<file path="src/rtl/cpu_pkg.sv">
// Shared definitions for the MIPS pipeline slice.
//   XLEN          : datapath / address width
//   NOP_INSTR     : instruction word used for IF/ID bubbles (sll $0,$0,0)
//   PC_INC        : sequential PC increment in bytes
//   fetch_state_t : fetch FSM states (S_REQ = request outstanding,
//                   S_HOLD = word captured while the pipe was stalled)
package cpu_pkg;

    localparam int unsigned    XLEN      = 32;
    localparam logic [31:0]    NOP_INSTR = 32'h0000_0000;
    localparam int unsigned    PC_INC    = 4;

    typedef enum logic {
        S_REQ  = 1'b0,
        S_HOLD = 1'b1
    } fetch_state_t;

endpackage

</file>
<file path="src/rtl/ifid_reg.sv">
// IF/ID pipeline register.
//   clk_i, rst_i : clock, asynchronous active-high reset
//   load_i       : capture {instr_i, pc4_i} as a valid instruction
//   bubble_i     : insert NOP_INSTR and clear valid (wins over load_i)
//   instr_i      : instruction word to capture
//   pc4_i        : PC+4 of that instruction
//   instr_o      : registered instruction
//   pc4_o        : registered PC+4
//   valid_o      : register holds a real instruction
// With neither control asserted the register holds its contents.
module ifid_reg #(
    parameter int unsigned     XLEN      = 32,
    parameter logic [XLEN-1:0] NOP_INSTR = '0
) (
    input  logic            clk_i,
    input  logic            rst_i,
    input  logic            load_i,
    input  logic            bubble_i,
    input  logic [XLEN-1:0] instr_i,
    input  logic [XLEN-1:0] pc4_i,
    output logic [XLEN-1:0] instr_o,
    output logic [XLEN-1:0] pc4_o,
    output logic            valid_o
);

    logic [XLEN-1:0] instr_q;
    logic [XLEN-1:0] pc4_q;
    logic            valid_q;

    // A bubble leaves pc4 untouched; it is meaningless while valid is low.
    always_ff @(posedge clk_i or posedge rst_i) begin
        if (rst_i) begin
            instr_q <= NOP_INSTR;
            pc4_q   <= '0;
            valid_q <= 1'b0;
        end else if (bubble_i) begin
            instr_q <= NOP_INSTR;
            valid_q <= 1'b0;
        end else if (load_i) begin
            instr_q <= instr_i;
            pc4_q   <= pc4_i;
            valid_q <= 1'b1;
        end
    end

    assign instr_o = instr_q;
    assign pc4_o   = pc4_q;
    assign valid_o = valid_q;

endmodule

</file>
<file path="src/rtl/fetch_ifid_stage.sv">
// Instruction-fetch stage: owns the PC, drives the imem request and loads
// the IF/ID register. Tolerates a multi-cycle imem through a req/ready
// handshake; a word that returns while the pipe is stalled is parked in a
// hold buffer (S_HOLD) until the stall releases.
//   clk, rst                    : clock, asynchronous active-high reset
//   pc_write, ir_write          : hazard unit freezes (either low = stall)
//   flush                       : squash the instruction being fetched
//   pc_src, jmp                 : ID redirect (taken branch / jump)
//   branch_target, jump_target  : redirect addresses (pc_src wins)
//   imem_req, imem_addr         : fetch request and address (= PC)
//   imem_rdata, imem_ready      : returned word, valid when ready
//   ifid_instr, ifid_pc4,
//   ifid_valid                  : IF/ID register contents
//   fetch_busy                  : request outstanding, nothing delivered
module fetch_ifid_stage #(
    parameter int unsigned     XLEN      = cpu_pkg::XLEN,
    parameter logic [XLEN-1:0] RESET_PC  = '0,
    parameter logic [XLEN-1:0] NOP_INSTR = XLEN'(cpu_pkg::NOP_INSTR)
) (
    input  logic            clk,
    input  logic            rst,
    input  logic            pc_write,
    input  logic            ir_write,
    input  logic            flush,
    input  logic            pc_src,
    input  logic            jmp,
    input  logic [XLEN-1:0] branch_target,
    input  logic [XLEN-1:0] jump_target,
    output logic            imem_req,
    output logic [XLEN-1:0] imem_addr,
    input  logic [XLEN-1:0] imem_rdata,
    input  logic            imem_ready,
    output logic [XLEN-1:0] ifid_instr,
    output logic [XLEN-1:0] ifid_pc4,
    output logic            ifid_valid,
    output logic            fetch_busy
);

    import cpu_pkg::*;

    fetch_state_t    state_q, state_d;
    logic [XLEN-1:0] pc_q, pc_d;
    logic [XLEN-1:0] hold_q, hold_d;
    logic            req_q;

    logic            stall;
    logic            redirect;
    logic [XLEN-1:0] target_raw;
    logic [XLEN-1:0] target;
    logic [XLEN-1:0] pc_inc;

    logic            ifid_load;
    logic            ifid_bubble;
    logic [XLEN-1:0] ifid_src;

    assign stall      = ~pc_write | ~ir_write;
    assign redirect   = pc_src | jmp;
    assign target_raw = pc_src ? branch_target : jump_target;
    // Targets are forced word aligned so pc_q[1:0] stays 00.
    assign target     = {target_raw[XLEN-1:2], 2'b00};
    // Modulo 2^XLEN: the last word of the address space wraps to 0.
    assign pc_inc     = pc_q + XLEN'(PC_INC);

    always_comb begin
        state_d     = state_q;
        pc_d        = pc_q;
        hold_d      = hold_q;
        ifid_load   = 1'b0;
        ifid_bubble = 1'b0;
        ifid_src    = imem_rdata;

        unique case (state_q)
            S_REQ: begin
                if (redirect) begin
                    // Returning data (if any) belongs to the wrong path.
                    pc_d        = target;
                    ifid_bubble = ~stall;
                end else if (flush) begin
                    ifid_bubble = 1'b1;
                    if (imem_ready) pc_d = pc_inc;
                end else if (imem_ready) begin
                    if (!stall) begin
                        ifid_load = 1'b1;
                        pc_d      = pc_inc;
                    end else begin
                        hold_d  = imem_rdata;
                        state_d = S_HOLD;
                    end
                end else if (!stall) begin
                    ifid_bubble = 1'b1;
                end
            end

            S_HOLD: begin
                ifid_src = hold_q;
                if (redirect) begin
                    pc_d        = target;
                    ifid_bubble = ~stall;
                    state_d     = S_REQ;
                end else if (flush) begin
                    pc_d        = pc_inc;
                    ifid_bubble = 1'b1;
                    state_d     = S_REQ;
                end else if (!stall) begin
                    ifid_load = 1'b1;
                    pc_d      = pc_inc;
                    state_d   = S_REQ;
                end
            end

            default: state_d = S_REQ;
        endcase
    end

    // imem_req is a registered decode of the next state.
    always_ff @(posedge clk or posedge rst) begin
        if (rst) begin
            state_q <= S_REQ;
            pc_q    <= RESET_PC;
            hold_q  <= '0;
            req_q   <= 1'b1;
        end else begin
            state_q <= state_d;
            pc_q    <= pc_d;
            hold_q  <= hold_d;
            req_q   <= (state_d == S_REQ);
        end
    end

    ifid_reg #(
        .XLEN      (XLEN),
        .NOP_INSTR (NOP_INSTR)
    ) u_ifid_reg (
        .clk_i    (clk),
        .rst_i    (rst),
        .load_i   (ifid_load),
        .bubble_i (ifid_bubble),
        .instr_i  (ifid_src),
        .pc4_i    (pc_inc),
        .instr_o  (ifid_instr),
        .pc4_o    (ifid_pc4),
        .valid_o  (ifid_valid)
    );

    assign imem_req   = req_q;
    assign imem_addr  = pc_q;
    assign fetch_busy = req_q & ~imem_ready;

endmodule
</file>
<file path="config.mk">
export PLATFORM = sky130hd
export DESIGN_NAME = fetch_ifid_stage
export DESIGN_NICKNAME = d
export VERILOG_FILES = /design/src/rtl/cpu_pkg.sv /design/src/rtl/ifid_reg.sv /design/src/rtl/fetch_ifid_stage.sv
export SDC_FILE = /design/constraint.sdc
export NUM_CORES = 1
export LEC_CHECK = 0
export CELL_PAD_IN_SITES_DETAIL_PLACEMENT = 1
export CELL_PAD_IN_SITES_GLOBAL_PLACEMENT = 1
export CORE_UTILIZATION = 30
export DETAILED_ROUTE_END_ITERATION = 12
export PLACE_DENSITY = 0.75
export SLEW_MARGIN = 20
export SYNTH_ARGS = -nofsm -noshare
export SYNTH_HDL_FRONTEND = slang
export SYNTH_SLANG_ARGS = --single-unit
</file>
<file path="constraint.sdc">
create_clock -name clk -period 13.5 [get_ports clk]
set_input_delay 2.7 -clock clk [delete_from_list [all_inputs] [get_ports clk]]
set_output_delay 2.7 -clock clk [all_outputs]
set_load 0.01 [all_outputs]
</file>
Word level (Yosys, flattened, before mapping)
Cells that the tools add are included.

operators by class
  add/sub/neg operators = 1
  equality and inequality tests = 1
  muxes and demuxes = 34
  bitwise gates (word level) = 12
  reductions and logical operators = 3

operator list
  operator               count
  $mux 32                11
  $pmux 32 s2            1
  $add 32x3->32 const B  1
  $mux 1                 19
  $not 1->1              9
  $pmux 1 s2             3
  $reduce_and 5->1       1
  $ne 3x3->1 const B     1
  $or 1x1->1             2
  $reduce_and 2->1       1
  $reduce_bool 2->1      1
  $and 1x1->1            1

storage, ports and cells
  register bits = 131
  input bits = 104
  output and inout port bits = 99
  logic and storage cells = 58

Longest topological paths before layout
Gate-level depths: netlist of run 1.

  depth after elaboration = 9
  mapped depth = 7
  gate-level depth less buffers = 6

Hierarchy
A second synthesis of run 1 with hierarchy kept.

second synthesis, totals
  cells, all modules = 587
  area total of the unflattened synthesis = 6769.0 um^2

by module, submodules not included
  module            instances  cells an instance  area an instance (um^2)  seq. area each (um^2)
  fetch_ifid_stage  1          410                4116.4                   1602.8
  ifid_reg          1          177                2652.5                   1626.6

Worst setup path before layout of run 1
Ideal clock, no wire load.

  path kind = input to output
  from = input imem_ready
  to = output fetch_busy
  arrival = 2.878 ns
  data required time = 10.800 ns
  setup slack = 7.922 ns
  stages on the path = 1
  path buffers = 0
  cell sequence = nor2b_1

between the ends
  word-level cells in the longest chain between the ends = 2

ends and longest elaborated chain
  item                RTL line                 text
  start: declaration  fetch_ifid_stage.sv:32   input logic imem_ready,
  $not 1->1           fetch_ifid_stage.sv:147  assign fetch_busy = req_q & ~imem_ready;
  $and 1x1->1         fetch_ifid_stage.sv:147
  end: declaration    fetch_ifid_stage.sv:36   output logic fetch_busy

Every way passes these cells.

Worst setup path after layout of run 1
Same ends and word-level chain as after synthesis.

==> impl_results.md, run 1 <==
- Core ar.: 21,000 µm²
- ANT cells: 0
- Min Clock Period, post-route: between 6 and 7 ns
- Chip Width: approximately 150 µm
- Top cells by area, synth: dfrtp_1 49%, o21ai_0 6.0%, mux2_2 5.8%
- Die height: about 150 µm
- Port buffer count: 194
- Reg area: about 3200 µm²
- Initial Utilization: 0.306
- Avg Inst Size Synth: between 10 and 15 µm²
- Ys Warns: 0
- Slowest CP cell: clkdlybuf4s50_1
- Core Util, Final: 0.437
- Top cells by count, synth: 126 x dfrtp_1, 91 x nand2_1, 77 x o21ai_0
- Crit path buf inv count: 2
- Grt total ovfl: 0
- Final Hold Viols: 0
- CTS H-Tree Depth: 4
- Routability cong.: between 0.7 and 0.8
- Worst VDD drop: around 0.000073 V
- CTS sink cnt: 127
- Final net count: between 900 and 1,000
- Post-synth top flop: dfrtp_1
- Max stage delay on crit path: about 0.54 ns
- Status: finished clean
- Register clock-pin slew on the reported worst setup and hold paths: 0.05 ns
- Slew margin rel.: 0.279
- Drt first pass iters: 4
- Vias per inst: around 5
- Peak fanout along the critical path: 5
- CTS buffer count: 17
- Post-DRT Antenna Nets: 0
- RSZ-0062 raised after global routing: no
- Post-synth top area cell: dfrtp_1
- DRT iter0 DRCs: approximately 180
- Footprint of the multi-input gates: approximately 3000 µm²
- Ys async rst share: 1.00
- # Post-CTS Setup Buffers: 0
- Crit path DAT: around 3.9 ns
- Post-place instance area: 8590 µm²
- Clk_lat worst skew: around 0.42 ns
- First-pass GRT wire length: 31.6 mm
- Crit-path cells: clkdlybuf4s50_1, nor2b_1, clkdlybuf4s50_1
- Post-synth EDFFs: 0
- Via count: about 5,500
- Final Max Tran Viols: 0
- Quantity of gates resized following cts: 0
- Sequential area share after synthesis: 0.494
- Top cell type's share of synthesized area: 0.490
- Row Count: 53
- Final setup TNS: 0 ns
- Distinct cells, synth: 55
- Layout cells sized above 1: 0.116
- Non-Filler Instances: approximately 1,100
- Worst-Margin Slew: approximately 1.1 ns
- WL final: between 20 and 25 mm
- Max Freq: 0.151 GHz
- Pwr Density: between 100 and 150 nW/µm²
- Root buf cell: clkbuf_16
- # hold bufs at CTS: 0
- Final instance area: a little over 9000 µm²
- Max Cap Viol: 0
- Leak: ~3.6 nW
- Crit path max-delay family: buffers and inverters
- Die ar.: ~22,000 µm²
- CTS max path bufs: 2
- Largest net degree at the start of global routing: between 70 and 80
- Post-DP HPWL: between 10 and 15 mm
- CP startpoint kind: input pin
- Syn Inst Count: roughly 640
- Area grow syn2layout: 42.8%
- Io pins: roughly 200
- Final Setup Violations: 0
- CTS tree: done
- Post-route DRC: 0
- CP Data Required Time: 10.80 ns
- Critical path class: input pin to primary output
- CP endpoint kind: primary output
- Yosys reg bits: around 130
- Final Cycle Share: 0.491
- Synthesized area: roughly 6400 µm²
- Layout fillers: 2,312
- Vias in the first global route: between 5,000 and 6,000
- Average wire per standard cell: 18.4 µm
- Most used cell, CP: clkdlybuf4s50_1
- Setup Skew: ~0.0075 ns
- Count leader, synth: dfrtp_1
- Placed instance count: ~1,100
- HP Class: flop to flop
- Gr usage total: 0.188
- Initial antenna violation count: 0
==> per-stage QoR <==
step / power, mW / hold slack (ns) / setup slack [ns]
floorplan: 0.588 / 0.479 / 7.42
global placement: 0.712 / 0.459 / 6.89
detailed placement: 0.721 / 0.469 / 6.87
CTS: 1.18 / 0.482 / 6.86
global route: 1.22 / 0.507 / 6.82
finish: 1.16 / 0.473 / 6.87
==> sequential cells by signal (all words and copies together), names as in the netlist <==
name and flops:
u_ifid_reg.pc4_o 30, imem_addr 30, u_ifid_reg.instr_o 32, u_ifid_reg.valid_o 1
state_q 1, hold_q 32, imem_req 1
==> worst min-delay path, cell delays in order (launching register included) <==
cell,delay [ns]
dfrtp_1,0.34
nand2_1,0.05
o21ai_0,0.06
==> area by class of cell <==
type / instances / share of cell area
multi-input combinational: 456 / 0.329
tap: 275 / 0.0374
timing repair buffer: 204 / 0.222
inverter: 9 / 0.00395
sequential: 127 / 0.346
clock buffer: 17 / 0.0463
clock inverter: 14 / 0.0158
==> where the power goes <==
part           total [mW]  leakage [nW]  internal, mW  switching (mW)
Sequential          0.481          1.61         0.435          0.0465
Combinational       0.231          1.75         0.131          0.0999
Clock               0.447         0.271         0.270           0.177
Total                1.16          3.63         0.836           0.324
==> cell usage in the layout (no fill, tap or decap), types with 3 or more instances in the layout <==
cell	count
a211oi_1	3
inv_1	8
clkdlybuf4s50_1	194
and3_1	7
a22o_1	5
nor4_2	4
clkinvlp_4	4
nand4_1	8
nor2_1	19
a31oi_1	5
clkinv_4	3
a2bb2oi_1	7
and4_1	3
o21ai_0	77
o21ai_1	6
mux2i_1	35
nand3_1	13
clkbuf_16	17
a22oi_1	9
o22ai_1	11
nand2_1	91
dfrtp_1	125
conb_1	4
nor2b_1	5
mux2_2	33
clkinv_2	4
buf_4	9
xnor2_1	26
o2bb2ai_1	4
nor4_1	3
xor2_1	13
a21oi_1	20
nor3_1	14
==> metal layers <==
metal,part of all wire,vias up,track usage
li1,-,2609,-
met1,0.43,2729,0.241
met2,0.48,168,0.309
met3,0.071,20,0.0512
met4,0.011,0,0.0546
met5,0,-,0
==> path summary, 6_finish.rpt <==
check,startpoint,endpoint,slack (ns),cells after the start
max in group asynchronous,rst,imem_addr[19],9.58,4
hold / removal,u_ifid_reg.instr_o[28],u_ifid_reg.instr_o[28],0.47,2
setup / recovery,imem_ready,fetch_busy,6.87,3
min in group asynchronous,rst,u_ifid_reg.instr_o[4],2.60,2
setup reg to reg,state_q,u_ifid_reg.pc4_o[9],10.49,5
hold reg to reg,u_ifid_reg.instr_o[28],u_ifid_reg.instr_o[28],0.47,2
==> cell families (layout without fill, tap and decap cells) <==
group / after synthesis / after routing / synth area share
compound gates: 156 / 156 / 0.142
xor+xnor: 39 / 39 / 0.0531
fa+ha+maj: 1 / 1 / 0.00194
buf+inv: 55 / 244 / 0.0391
flops: 127 / 127 / 0.494
mux: 68 / 68 / 0.112
other cells: 1 / 4 / 0.000583
simple gates: 188 / 188 / 0.157
(Power assumes the default switching activity.)
==> run 2: changes to the inputs <==
PLACE_DENSITY = 0.78   (was 0.75)
clock period = 6 ns   (was 13.5 ns; I/O delays follow)
==> impl_results.md, run 2 (same netlist as run 1, synthesis figures left out) <==
- Crit-path cells: clkdlybuf4s50_1, or2_0, or3_2, buf_4, nand2_1, o21ai_0
- # Post-CTS Setup Buffers: 0 (unchanged)
- Clk_lat worst skew: 0.43 ns (about the same)
- R2r worst-path depth: 5 (unchanged)
- Final Hold Viols: 0 (unchanged)
- Die height: 148 µm (unchanged)
- CTS max path bufs: 2 (unchanged)
- Max Freq: ~0.27 GHz
- Comb power frac: 0.191 (-0.008)
- Via count: 5,599 (+1.3%)
- Reg area: 3180 µm² (unchanged)
- Grt peak-use layer: met2
- CP endpoint kind: flop
- Core ar.: 21,000 µm² (unchanged)
- Initial antenna violation count: 0 (unchanged)
- Gr usage total: 0.197 (+0.00907)
- WL final: 20.9 mm (+3.1%)
- First-pass GRT wire length: 33.0 mm (+4.5%)
- Status: finished clean
- Commonest non-fill, non-tap cells in the layout: 194 x clkdlybuf4s50_1, 125 x dfrtp_1, 91 x nand2_1
- Hold Path Origin: u_ifid_reg.instr_o[30]
- RSZ-0062 raised after global routing: no
- DRT iter0 DRCs: 226 (+28%)
- Io pins: 203 (unchanged)
- Final Setup Violations: 0 (unchanged)
- Final Cycle Share: 0.625
- Die ar.: 22,000 µm² (unchanged)
- Max Cap Viol: 0 (unchanged)
- Grt met2 use: 0.327 (+0.0180)
- Chip Width: 148 µm (unchanged)
- Vias in the first global route: 5,976 (+6.9%)
- CP Data Required Time: 6.28 ns (-4.52 ns)
- Min Clock Period, post-route: approximately 3.8 ns
- Peak fanout along the critical path: 48 (+43)
- Routability cong.: 0.784 (+3.1%)
- Total chip power: 2.75 mW (+140%)
- Pwr Density: 297 nW/µm² (+140%)
- Final setup TNS: 0 ns (unchanged)
- CTS sink cnt: 127 (unchanged)
- Slew margin rel.: 0.307 (+0.0278)
- Slowest CP cell: clkdlybuf4s50_1
- Reg power frac: 0.395 (-0.020)
- # hold bufs at CTS: 0 (unchanged)
- Clock power share: 0.414 (+0.028)
- CTS H-Tree Depth: 4 (unchanged)
- Critical path class: input pin to flop
- Post-DP HPWL: 14.7 mm (+2.5%)
- Port buffer count: 194 (unchanged)
- GR Util met1: 0.244 (+0.00295)
- Most common cell after layout, fill and taps aside: clkdlybuf4s50_1
- Net Sw Frac: 0.268 (-0.0108)
- Worst VDD drop: 0.000144 V (+97%)
- Final net count: 919 (-0.11%)
- Initial Utilization: 0.306 (unchanged)
- Quantity of gates resized following cts: 0 (unchanged)
- ANT cells: 0 (unchanged)
- CTS buffer count: 17 (unchanged)
- Register clock-pin slew on the reported worst setup and hold paths: 0.06 ns (about the same)
- Hold path depth: 2 (unchanged)
- Setup Skew: 0.00803 ns (+0.000507 ns)
- Net Sw Power: 0.738 mW (+130%)
- Drt first pass iters: 4 (unchanged)
- Crit path DAT: 4.04 ns (+0.11 ns)
- Post-DRT Antenna Nets: 0 (unchanged)
- Vias per inst: 5.08 (+1.3%)
- Worst r2r src: state_q
- Layout fillers: 2,326 (+0.61%)
- Worst-Margin Slew: 1.04 ns (-0.0417 ns)
- Row Count: 53 (unchanged)
- Area grow syn2layout: 43.6%
- Average wire per standard cell: 18.9 µm (+3.1%)
- Reg2Reg Capture Point: u_ifid_reg.pc4_o[19]
- Layout cells sized above 1: 0.115 (-0.00121)
- Met3 Usage GRT: 0.0503 (-0.000920)
- CP startpoint kind: input pin
- Final Max Tran Viols: 0 (unchanged)
- Post-route DRC: 0 (unchanged)
- Hold path endpoint: u_ifid_reg.instr_o[30]
- P_int: 2.01 mW (+140%)
- HP Class: flop to flop
- Max stage delay on crit path: 0.84 ns (+0.30 ns)
- Largest net degree at the start of global routing: 71 (-9.0%)
- Root buf cell: clkbuf_16
- Footprint of the multi-input gates: 3030 µm² (about the same)
- Leak: 3.66 nW (+0.80%)
- CTS tree: done
- Grt total ovfl: 0 (unchanged)
- R2R Setup Slk: 3.03 ns (-7.46 ns)
==> run 2: cell type report <==
cell class,instances,area share
Inverter,9,0.00420
Multi-Input combinational cell,456,0.327
Timing Repair Buffer,203,0.217
Sequential cell,127,0.344
Clock buffer,19,0.0468
Clock inverter,13,0.0229
Tap cell,275,0.0372
==> run 2: metal layers <==
metal | share of wire | wire length, µm
met1 | 0.43 | 8920
met2 | 0.49 | 10200
met3 | 0.062 | 1290
met4 | 0.023 | 478
met5 | 0 | 0
==> run 2: power groups by stage <==
| stage | Combinational (mW) | Sequential [mW] | Clock, mW |
|---|---|---|---|
| floorplan | 0.223 | 1.10 | 0 |
| CTS | 0.532 | 1.09 | 1.16 |
| finish | 0.524 | 1.09 | 1.14 |
| global route | 0.572 | 1.10 | 1.20 |
| global placement | 0.514 | 1.09 | 0 |
| detailed placement | 0.528 | 1.10 | 0 |
==> run 2: per-stage QoR <==
step,instances,instance area (µm²),setup WS [ns],hold slack [ns],util
finish,1102,9240,2.25,0.475,0.440
floorplan,638,6450,1.42,0.479,-
detailed placement,1070,8600,1.77,0.469,0.409
CTS,1102,9240,2.22,0.483,0.440
global placement,1070,8600,1.82,0.459,0.409
global route,1102,9240,2.06,0.496,0.440
==> run 2: critical path, delay by kind of cell <==
kind | cells | cell delay [ns]
simple gates | 3 | 1.46
compound gates | 1 | 0.09
buf+inv | 2 | 1.26
==> run 2: worst max path at each step <==
stage	slack (ns)	depth (start not counted)	startpoint	to
5_1_grt	2.06	6	pc_src	u_ifid_reg.pc4_o[4]
3_3_place_gp	1.82	6	pc_src	u_ifid_reg.pc4_o[23]
4_1_cts	2.22	6	pc_src	u_ifid_reg.pc4_o[19]
3_5_place_dp	1.77	6	pc_src	u_ifid_reg.pc4_o[19]
2_1_floorplan	1.42	1	rst	hold_q[0]
6_report	2.25	6	pc_src	u_ifid_reg.pc4_o[19]
==> run 3: changes to the inputs <==
PLACE_DENSITY = 0.75   (was 0.78)
clock period = 3.47 ns   (was 6 ns; I/O delays follow)
==> impl_results.md, run 3 (same netlist as run 1, synthesis figures left out) <==
- Clk_lat worst skew: 0.42 ns (about the same)
- First-pass GRT wire length: 32.2 mm (-2.3%)
- WL final: 20.1 mm (-3.7%)
- R2R Setup Slk: 1.24 ns (-1.79 ns)
- Root buf cell: clkbuf_16
- Post-place instance area: 8670 µm² (+0.89%)
- Initial Utilization: 0.306 (unchanged)
- CP startpoint kind: input pin
- Worst VDD drop: 0.000247 V (+72%)
- Routability cong.: 0.758 (-3.2%)
- Final Hold Viols: 0 (unchanged)
- Area grow syn2layout: 43.5% (about the same)
- Peak fanout along the critical path: 5 (-90%)
- Largest net degree at the start of global routing: 128 (+80%)
- Via count: 5,535 (-1.1%)
- Register clock-pin slew on the reported worst setup and hold paths: 0.06 ns (about the same)
- CTS H-Tree Depth: 4 (unchanged)
- Layout cells sized above 1: 0.124 (+0.00863)
- Max Cap Viol: 0 (unchanged)
- Vias in the first global route: 5,798 (-3.0%)
- Non-Filler Instances: 1,109 (+0.64%)
- # hold bufs at CTS: 0 (unchanged)
- Quantity of gates resized following cts: 0 (unchanged)
- Core ar.: 21,000 µm² (unchanged)
- Status: finished clean
- Final setup TNS: 0 ns (unchanged)
- Core Util, Final: 0.439 (about the same)
- Vias per inst: 4.99 (-1.8%)
- Die ar.: 22,000 µm² (unchanged)
- Average wire per standard cell: 18.1 µm (-4.3%)
- Row Count: 53 (unchanged)
- DRT iter0 DRCs: 185 (-18%)
- ANT cells: 0 (unchanged)
- Placed instance count: 1,077 (+0.65%)
- Final Max Tran Viols: 0 (unchanged)
- Die height: 148 µm (unchanged)
- Io pins: 203 (unchanged)
- Pwr Density: 487 nW/µm² (+64%)
- Critical path class: input pin to primary output
- CTS buffer count: 17 (unchanged)
- Setup Skew: 0.00915 ns (+0.00112 ns)
- R2r worst-path depth: 6 (+1)
- Slew margin rel.: 0.297 (-0.0103)
- CP endpoint kind: primary output
- Gr usage total: 0.191 (-0.00611)
- HP Class: flop to flop
- Commonest non-fill, non-tap cells in the layout: 194 x clkdlybuf4s50_1, 125 x dfrtp_1, 91 x nand2_1
- Final Cycle Share: 0.754
- Chip Width: 148 µm (unchanged)
- Worst r2r src: imem_addr[2]
- Worst-Margin Slew: 1.05 ns (+0.0132 ns)
- Hold path depth: 2 (unchanged)
- Min Clock Period, post-route: between 2 and 3 ns
- Hold Path Origin: u_ifid_reg.pc4_o[5]
- RSZ-0062 raised after global routing: no
- Post-DRT Antenna Nets: 0 (unchanged)
- Port buffer count: 194 (unchanged)
- CP Data Required Time: 2.78 ns (-3.50 ns)
- Leak: 3.65 nW (about the same)
- CTS tree: done
- Post-route DRC: 0 (unchanged)
- Post-DP HPWL: 14.4 mm (-2.0%)
- Initial antenna violation count: 0 (unchanged)
- Layout fillers: 2,333 (+0.30%)
- Final net count: 926 (+0.76%)
- Max Freq: about 0.38 GHz
- Reg area: 3180 µm² (unchanged)
- Most common cell after layout, fill and taps aside: clkdlybuf4s50_1
- Crit path DAT: 1.92 ns (-2.12 ns)
- Footprint of the multi-input gates: 3020 µm² (about the same)
- CTS sink cnt: 127 (unchanged)
- Final Setup Violations: 0 (unchanged)
- Final instance area: 9240 µm² (about the same)
- # Post-CTS Setup Buffers: 0 (unchanged)
- CTS max path bufs: 2 (unchanged)
- Reg2Reg Capture Point: imem_addr[18]
- Drt first pass iters: 4 (unchanged)
- Grt total ovfl: 0 (unchanged)
- Hold path endpoint: u_ifid_reg.pc4_o[5]
## run 3: cell count changes in the layout (fill, tap and decap cells not counted), sizes merged
cell	delta
buf	+7
bufinv	-4
clkinvlp	+3
inv	+3
clkbuf	-2
## run 3: worst max-delay path, stage by stage
cell             delay (ns)
clkdlybuf4s50_1        0.53
nor2b_1                0.16
clkdlybuf4s50_1        0.54
## run 3: cell type report
class,instances,area share
tap,275,0.0373
timing repair buffer,210,0.226
inverter,9,0.00406
clock inverter,15,0.0149
sequential,127,0.344
multi-input combinational,456,0.327
clock buffer,17,0.0461
## run 3: metal layers
metal,vias up,global-route usage,share of wire
met5,-,0,0
met3,20,0.0463,0.057
met2,147,0.312,0.48
li1,2626,-,-
met4,0,0.0536,0.011
met1,2742,0.250,0.46
## run 3: power by group
| part | switching (mW) | internal [mW] |
|---|---|---|
| Clock | 0.729 | 0.994 |
| Sequential | 0.175 | 1.69 |
| Combinational | 0.393 | 0.513 |
| Total | 1.30 | 3.20 |
## run 3: worst max path at each step
stage | slack [ns] | cells after the start | from | endpoint
final | 0.86 | 3 | imem_ready | fetch_busy
after CTS | 0.86 | 3 | imem_ready | fetch_busy
after floorplan | 1.21 | 1 | rst | hold_q[0]
after global routing | 0.59 | 7 | pc_src | imem_addr[7]
after global placement | 0.51 | 7 | pc_src | imem_addr[7]
after detailed placement | 0.48 | 7 | pc_src | imem_addr[7]
## run 3: per-stage QoR
step	power, mW	setup WS [ns]	hold slack [ns]
2_1_floorplan	2.29	1.21	0.479
3_3_place_gp	2.78	0.511	0.460
3_5_place_dp	2.81	0.475	0.469
4_1_cts	4.55	0.857	0.482
5_1_grt	4.71	0.590	0.492
6_report	4.49	0.855	0.473
